--- src/rtl/control_edicion_campos_pkg.sv ---
// rtl/control_edicion_campos_pkg.sv - field codes, FSM encoding and field-wrap helpers
// Package pkg_config_reloj: shared constants for the clock/date edit controller.
//   CAMPO_* : field select codes driven on contadoresH (0 = no field selected)
//   estado_t: edit controller state encoding
//   campo_siguiente / campo_anterior: wrap-around field navigation
package pkg_config_reloj;

    localparam logic [3:0] CAMPO_NINGUNO = 4'd0;
    localparam logic [3:0] CAMPO_HORA    = 4'd1;
    localparam logic [3:0] CAMPO_MIN     = 4'd2;
    localparam logic [3:0] CAMPO_SEG     = 4'd3;
    localparam logic [3:0] CAMPO_AHO     = 4'd4;
    localparam logic [3:0] CAMPO_MES     = 4'd5;
    localparam logic [3:0] CAMPO_DIA     = 4'd6;

    typedef enum logic [1:0] {
        ST_IDLE   = 2'd0,
        ST_EDIT   = 2'd1,
        ST_COMMIT = 2'd2
    } estado_t;

    // Next field, wrapping the last field back to the first one.
    function automatic logic [3:0] campo_siguiente(input logic [3:0] campo,
                                                   input logic [3:0] num_campos);
        if (campo >= num_campos)
            return CAMPO_HORA;
        return campo + 4'd1;
    endfunction

    // Previous field, wrapping the first field back to the last one.
    function automatic logic [3:0] campo_anterior(input logic [3:0] campo,
                                                  input logic [3:0] num_campos);
        if (campo <= CAMPO_HORA)
            return num_campos;
        return campo - 4'd1;
    endfunction

endpackage

--- src/rtl/sincronizador_flanco.sv ---
// rtl/sincronizador_flanco.sv - 2-FF button synchronizer with registered rising-edge detect
// Ports:
//   clk, reset : clock, asynchronous active-high reset
//   i_boton    : raw asynchronous button level
//   nivel      : synchronized level (registered, aligned with flanco)
//   flanco     : one-cycle pulse on the first cycle nivel is high
module sincronizador_flanco (
    input  logic clk,
    input  logic reset,
    input  logic i_boton,
    output logic nivel,
    output logic flanco
);

    logic r_s1;
    logic r_s2;
    logic r_nivel;
    logic r_flanco;

    // r_nivel is the previous r_s2; registering both the level and the edge
    // keeps them cycle-aligned for the controller.
    always_ff @(posedge clk or posedge reset) begin
        if (reset) begin
            r_s1     <= 1'b0;
            r_s2     <= 1'b0;
            r_nivel  <= 1'b0;
            r_flanco <= 1'b0;
        end else begin
            r_s1     <= i_boton;
            r_s2     <= r_s1;
            r_nivel  <= r_s2;
            r_flanco <= r_s2 & ~r_nivel;
        end
    end

    assign nivel  = r_nivel;
    assign flanco = r_flanco;

endmodule

--- src/rtl/control_edicion_campos.sv ---
// rtl/control_edicion_campos.sv - edit-mode controller: field select, step pulses with auto-repeat, commit
// Ports:
//   clk, reset                       : clock, asynchronous active-high reset
//   btn_config/izq/der/arriba/abajo  : raw asynchronous button levels
//   contadoresH                      : selected field code (0 = none)
//   Arriba, Abajo                    : one-cycle increment / decrement pulses
//   modo_config                      : high in EDIT and COMMIT
//   guardar                          : one-cycle commit pulse when leaving EDIT
module control_edicion_campos
    import pkg_config_reloj::*;
#(
    parameter int NUM_CAMPOS    = 6,
    parameter int REPEAT_DELAY  = 50_000_000,
    parameter int REPEAT_PERIOD = 12_500_000,
    parameter int TIMEOUT       = 1_000_000_000
) (
    input  logic       clk,
    input  logic       reset,
    input  logic       btn_config,
    input  logic       btn_izq,
    input  logic       btn_der,
    input  logic       btn_arriba,
    input  logic       btn_abajo,
    output logic [3:0] contadoresH,
    output logic       Arriba,
    output logic       Abajo,
    output logic       modo_config,
    output logic       guardar
);

    localparam int MAX_A = (REPEAT_DELAY > REPEAT_PERIOD) ? REPEAT_DELAY : REPEAT_PERIOD;
    localparam int MAX_P = (MAX_A > TIMEOUT) ? MAX_A : TIMEOUT;
    localparam int W     = $clog2(MAX_P + 1);

    localparam logic [3:0]   LP_NUM    = NUM_CAMPOS[3:0];
    localparam logic [W-1:0] LP_DELAY  = W'(REPEAT_DELAY);
    localparam logic [W-1:0] LP_PERIOD = W'(REPEAT_PERIOD);
    localparam logic [W-1:0] LP_TMAX   = W'(TIMEOUT - 1);
    localparam logic [W-1:0] LP_UNO    = W'(1);

    // Conditioned buttons: index 0 config, 1 izq, 2 der, 3 arriba, 4 abajo.
    logic [4:0] w_botones;
    logic [4:0] w_nivel;
    logic [4:0] w_flanco;

    assign w_botones = {btn_abajo, btn_arriba, btn_der, btn_izq, btn_config};

    for (genvar g = 0; g < 5; g++) begin : g_sinc
        sincronizador_flanco u_sinc (
            .clk     (clk),
            .reset   (reset),
            .i_boton (w_botones[g]),
            .nivel   (w_nivel[g]),
            .flanco  (w_flanco[g])
        );
    end

    logic w_f_config, w_f_izq, w_f_der, w_f_up, w_f_dn;
    logic w_n_up, w_n_dn, w_actividad;

    assign w_f_config  = w_flanco[0];
    assign w_f_izq     = w_flanco[1];
    assign w_f_der     = w_flanco[2];
    assign w_f_up      = w_flanco[3];
    assign w_f_dn      = w_flanco[4];
    assign w_n_up      = w_nivel[3];
    assign w_n_dn      = w_nivel[4];
    assign w_actividad = |w_nivel;

    estado_t      r_estado;
    logic [3:0]   r_campo;
    logic         r_arriba;
    logic         r_abajo;
    logic         r_modo;
    logic         r_guardar;
    logic [W-1:0] r_hold;     // cycles since the last step pulse; 0 = not repeating
    logic         r_repite;   // first repeat already issued, use the short period
    logic         r_lock;     // steps blocked until both up and down are released
    logic [W-1:0] r_idle;

    logic [W-1:0] w_umbral;
    assign w_umbral = r_repite ? LP_PERIOD : LP_DELAY;

    always_ff @(posedge clk or posedge reset) begin
        if (reset) begin
            r_estado  <= ST_IDLE;
            r_campo   <= CAMPO_NINGUNO;
            r_arriba  <= 1'b0;
            r_abajo   <= 1'b0;
            r_modo    <= 1'b0;
            r_guardar <= 1'b0;
            r_hold    <= '0;
            r_repite  <= 1'b0;
            r_lock    <= 1'b0;
            r_idle    <= '0;
        end else begin
            r_arriba  <= 1'b0;
            r_abajo   <= 1'b0;
            r_guardar <= 1'b0;
            case (r_estado)
                ST_IDLE: begin
                    r_campo  <= CAMPO_NINGUNO;
                    r_modo   <= 1'b0;
                    r_hold   <= '0;
                    r_repite <= 1'b0;
                    r_lock   <= 1'b0;
                    r_idle   <= '0;
                    if (w_f_config) begin
                        r_estado <= ST_EDIT;
                        r_campo  <= CAMPO_HORA;
                        r_modo   <= 1'b1;
                    end
                end

                ST_EDIT: begin
                    r_modo <= 1'b1;
                    if (w_actividad)
                        r_idle <= '0;
                    else if (r_idle != LP_TMAX)
                        r_idle <= r_idle + LP_UNO;

                    if (w_f_config || r_idle == LP_TMAX) begin
                        r_estado  <= ST_COMMIT;
                        r_guardar <= 1'b1;
                        r_hold    <= '0;
                        r_repite  <= 1'b0;
                    end else if (w_f_der || w_f_izq) begin
                        r_campo  <= w_f_der ? campo_siguiente(r_campo, LP_NUM)
                                            : campo_anterior(r_campo, LP_NUM);
                        r_hold   <= '0;
                        r_repite <= 1'b0;
                        r_lock   <= 1'b1;
                    end else if (w_n_up && w_n_dn) begin
                        r_hold   <= '0;
                        r_repite <= 1'b0;
                        r_lock   <= 1'b1;
                    end else if (r_lock) begin
                        r_hold   <= '0;
                        r_repite <= 1'b0;
                        if (!w_n_up && !w_n_dn)
                            r_lock <= 1'b0;
                    end else if (w_f_up || w_f_dn) begin
                        r_arriba <= w_f_up;
                        r_abajo  <= w_f_dn;
                        r_hold   <= LP_UNO;
                        r_repite <= 1'b0;
                    end else if ((w_n_up || w_n_dn) && r_hold != '0) begin
                        // Only one of up/down can be high here; it owns the repeat.
                        if (r_hold == w_umbral) begin
                            r_arriba <= w_n_up;
                            r_abajo  <= w_n_dn;
                            r_hold   <= LP_UNO;
                            r_repite <= 1'b1;
                        end else begin
                            r_hold <= r_hold + LP_UNO;
                        end
                    end else begin
                        r_hold   <= '0;
                        r_repite <= 1'b0;
                    end
                end

                ST_COMMIT: begin
                    r_estado <= ST_IDLE;
                    r_campo  <= CAMPO_NINGUNO;
                    r_modo   <= 1'b0;
                    r_hold   <= '0;
                    r_repite <= 1'b0;
                    r_lock   <= 1'b0;
                    r_idle   <= '0;
                end

                default: begin
                    r_estado <= ST_IDLE;
                end
            endcase
        end
    end

    assign contadoresH = r_campo;
    assign Arriba      = r_arriba;
    assign Abajo       = r_abajo;
    assign modo_config = r_modo;
    assign guardar     = r_guardar;

endmodule

--- config.mk ---
export PLATFORM = sky130hd
export DESIGN_NAME = control_edicion_campos
export DESIGN_NICKNAME = d
export VERILOG_FILES = /design/src/rtl/control_edicion_campos_pkg.sv /design/src/rtl/sincronizador_flanco.sv /design/src/rtl/control_edicion_campos.sv
export SDC_FILE = /design/constraint.sdc
export NUM_CORES = 1
export LEC_CHECK = 0
export CAP_MARGIN = 10
export CORE_ASPECT_RATIO = 0.8
export CORE_MARGIN = 3
export CORE_UTILIZATION = 52
export CTS_CLUSTER_SIZE = 8
export DETAILED_ROUTE_END_ITERATION = 16
export GPL_ROUTABILITY_DRIVEN = 0
export PLACE_DENSITY = 0.79
export REMOVE_ABC_BUFFERS = 1
export SYNTH_ARGS = -nofsm -noshare
export SYNTH_HDL_FRONTEND = slang
export SYNTH_SLANG_ARGS = --single-unit
--- constraint.sdc ---
create_clock -name clk -period 4.7 [get_ports clk]
set_input_delay 1.41 -clock clk [delete_from_list [all_inputs] [get_ports clk]]
set_output_delay 1.41 -clock clk [all_outputs]
set_load 0.01 [all_outputs]
==> run_results.csv <==
group,metric,value,unit
synthesis,avgSynthCellArea,8.84,um2
route,wire_per_inst,17.2,um
synthesis,synth_compound_area_share,17.4,%
critical_path,worst_setup_path_end_kind,"flop",
power,leakage,0.00217,uW
layout,area_growth,11.0,%
worst_hold_path,min-delay-start,"g_sinc[3].u_sinc.r_s1",
power,vdd_drop_max,0.341,mV
synthesis,ys_ff_latch,92,
power,powerDensity,381,mW/mm2
synthesis,synthArstFlopShare,100,%
synthesis,synth_xor_area_share,0.703,%
place,hpwl,8.21,mm
global_routing,grt-busiest-layer,"met2",
global_routing,grt_max_degree,36,
global_routing,grt_usage,23.1,%
synthesis,ys_warn_count,0,
floorplanning,core,0.00919,mm2
critical_path,crit_required,4.95,ns
critical_path,crit_type,"flop to flop",
timing,setup_violations,0,
critical_path,crit_fanout,20,
clocking,ctsHoldBuffers,0,
clocking,root_buffer,"clkbuf_16",
global_routing,use_met1,33.4,%
timing,finClkSkew,0.00875,ns
floorplanning,die_h,93.6,um
synthesis,muxShareOfSynthArea,2.11,%
clocking,cts_made_buffers,9,
route,drtAntennaViolNets,0,
timing,timing.setup.tns,0,ns
synthesis,synth_fa_ha_area_share,2.76,%
global_routing,grt_pass1_vias,4116,
critical_path,r2r-start,"g_sinc[4].u_sinc.nivel",
synthesis,synth_edf_count,0,
floorplanning,io_pins,15,
timing,hold_viol_final,0,
layout,utilization,60.2,%
timing,report.final.slew_viol_count,0,
critical_path,crit_start,"g_sinc[4].u_sinc.nivel",
synthesis,ys_seq_area_share,46.2,%
critical_path,cp_data_arrival_time,3.55,ns
clocking,clkSlewWorstSetupHoldPaths,0.07,ns
place,io_buffers,14,
synthesis,synthDistinctLibCells,55,
route,via_per_inst,6.48,
clocking,insertion_delay,0.35,ns
floorplanning,num_rows,31,
layout,num_antenna_cells,0,
layout,nNetsFinal,587,
layout,final_layout_size_suffix_gt1_share,6.97,%
route,drc,0,
global_routing,overflow,0,
global_routing,global_route.usage.met3,4.98,%
synthesis,synth_top_family_by_area,"simple AND/OR/NAND/NOR gates",
route,vias,4465,
clocking,post-cts-setup-buffers,0,
timing,slew_headroom,49.4,%
clocking,htreeDepth,3,
clocking,cts_resized,0,
timing,min_period,3.31,ns
job,max_cap_viol_count,0,
global_routing,met2_usage,34.5,%
clocking,clock_sinks,92,
synthesis,syn_area,0.00498,mm2
route,dr.pass1.iters,5,
route,drt-initial-drc-count,413,
route,routed_wl,11.8,mm
timing,rsz0062_at_grt,"false",
global_routing,grt_antenna_before_repair,0,
worst_hold_path,hold_path_class,"flop to flop",
clocking,clk_path_buf_depth,2,
synthesis,yosys_most_used_dff,"dfrtp_1",
clocking,cts_tree,"yes",
critical_path,worst_setup_path_start_kind,"flop",
timing,finalCritPeriodShare,70.3,%
synthesis,yosys.area_share.simple,26.5,%
global_routing,grt_pass1_wl,19.9,mm
outcome,status,"complete, no violations",
synthesis,synth_cells,564,
floorplanning,dieWidth,115,um
timing,fmax,303,MHz
critical_path,r2r_setup_slack,1.39,ns
floorplanning,die-area,0.0108,mm2
floorplanning,start_util,54.2,%
timing,tightest_slew,0.757,ns
==> critical path, cell delays in order, from the launching register on <==
cell     delay [ns]
dfrtp_1        0.44
or2_2          0.32
nor4_1         0.43
nand2_1        0.55
nor3b_1        0.79
buf_4          0.28
nand4_1        0.11
o31ai_1        0.27
==> metal layers <==
layer	vias up	routed length [um]	share of wire, %
li1	2084	-	-
met1	2143	5300	45
met2	214	5370	45
met3	24	993	8.4
met4	0	163	1.4
met5	-	0	0
==> metrics by stage <==
| step | setup WS, ns | power [uW] | area [um2] | cells | hold slack (ns) |
|---|---|---|---|---|---|
| finish | 1.39 | 2110 | 5530 | 689 | 0.351 |
| global route | 1.02 | 2220 | 5530 | 689 | 0.366 |
| CTS | 1.42 | 2110 | 5490 | 687 | 0.353 |
| detailed placement | 1.45 | 1380 | 5190 | 671 | 0.337 |
| global placement | 1.62 | 1360 | 5190 | 671 | 0.333 |
| floorplan | 0.898 | 1220 | 4870 | 539 | 0.331 |
==> layout by cell type, fill, tap and decap left out, drive strengths merged, types with 5 or more instances in the layout <==
| cell type | n |
|---|---|
| a21oi | 26 |
| a31oi | 14 |
| and2 | 5 |
| and3 | 11 |
| and4 | 5 |
| clkbuf | 11 |
| clkdlybuf4s50 | 14 |
| dfrtp | 92 |
| ha | 11 |
| inv | 33 |
| mux2i | 6 |
| nand2 | 63 |
| nand3 | 37 |
| nand4 | 18 |
| nor2 | 43 |
| nor2b | 5 |
| nor3 | 14 |
| nor4 | 14 |
| o21ai | 62 |
| o22ai | 5 |
| o31ai | 10 |
| or2 | 7 |
| or3 | 12 |
| or4 | 8 |
==> where the power goes <==
group / total [uW] / internal (uW) / switching [uW] / leakage (uW)
sequential: 872 / 829 / 42.6 / 0.00124
clock: 724 / 390 / 334 / 0.000150
combinational: 512 / 189 / 323 / 0.000779
total: 2110 / 1410 / 699 / 0.00217
==> cell families (layout without fill, tap and decap cells) <==
group / after synthesis / after routing
compound gates: 139 / 139
xor+xnor: 4 / 4
fa+ha+maj: 11 / 11
buf+inv: 53 / 63
flops: 92 / 92
mux: 10 / 10
simple gates: 255 / 255
==> final timing paths <==
path | to | cells past startpoint
max in group asynchronous | r_hold[18] | 3
setup reg to reg | r_idle[14] | 7
min in group asynchronous | r_hold[27] | 2
setup / recovery | r_idle[14] | 7
hold reg to reg | g_sinc[3].u_sinc.r_s2 | 0
hold / removal | g_sinc[3].u_sinc.r_s2 | 0
==> layout make-up <==
| cell class | instances | area, um2 |
|---|---|---|
| Timing Repair Buffer | 19 | 203 |
| Fill cell | 731 | 3660 |
| Inverter | 28 | 106 |
| Tap cell | 115 | 144 |
| Clock buffer | 10 | 239 |
| Sequential cell | 92 | 2300 |
| Multi-Input combinational cell | 419 | 2480 |
| Clock inverter | 6 | 60.1 |
==> state kept, by name, summed over array words and instances (netlist names) <==
register and flops:
contadoresH 4, g_sinc.u_sinc.flanco 5, g_sinc.u_sinc.r_s2 5, modo_config 1, Abajo 1, r_repite 1
g_sinc.u_sinc.r_s1 5, r_lock 1, r_estado 2, r_idle 30, guardar 1, r_hold 30
g_sinc.u_sinc.nivel 5, Arriba 1
==> synth_stat cells (11+ instances only) <==
| cell | instances | area [um2] |
|---|---|---|
| nor3_1 | 13 | 65.1 |
| a31oi_1 | 14 | 87.6 |
| nor2_1 | 42 | 158 |
| o21ai_0 | 60 | 300 |
| dfrtp_1 | 92 | 2300 |
| clkbuf_1 | 19 | 71.3 |
| or3_1 | 12 | 75.1 |
| a21oi_1 | 26 | 130 |
| and3_1 | 11 | 68.8 |
| nand4_1 | 18 | 113 |
| ha_1 | 11 | 138 |
| nand2_1 | 63 | 236 |
| nor4_1 | 13 | 81.3 |
| inv_1 | 28 | 105 |
| nand3_1 | 37 | 185 |
No activity file was read; power rests on OpenSTA's default activity.
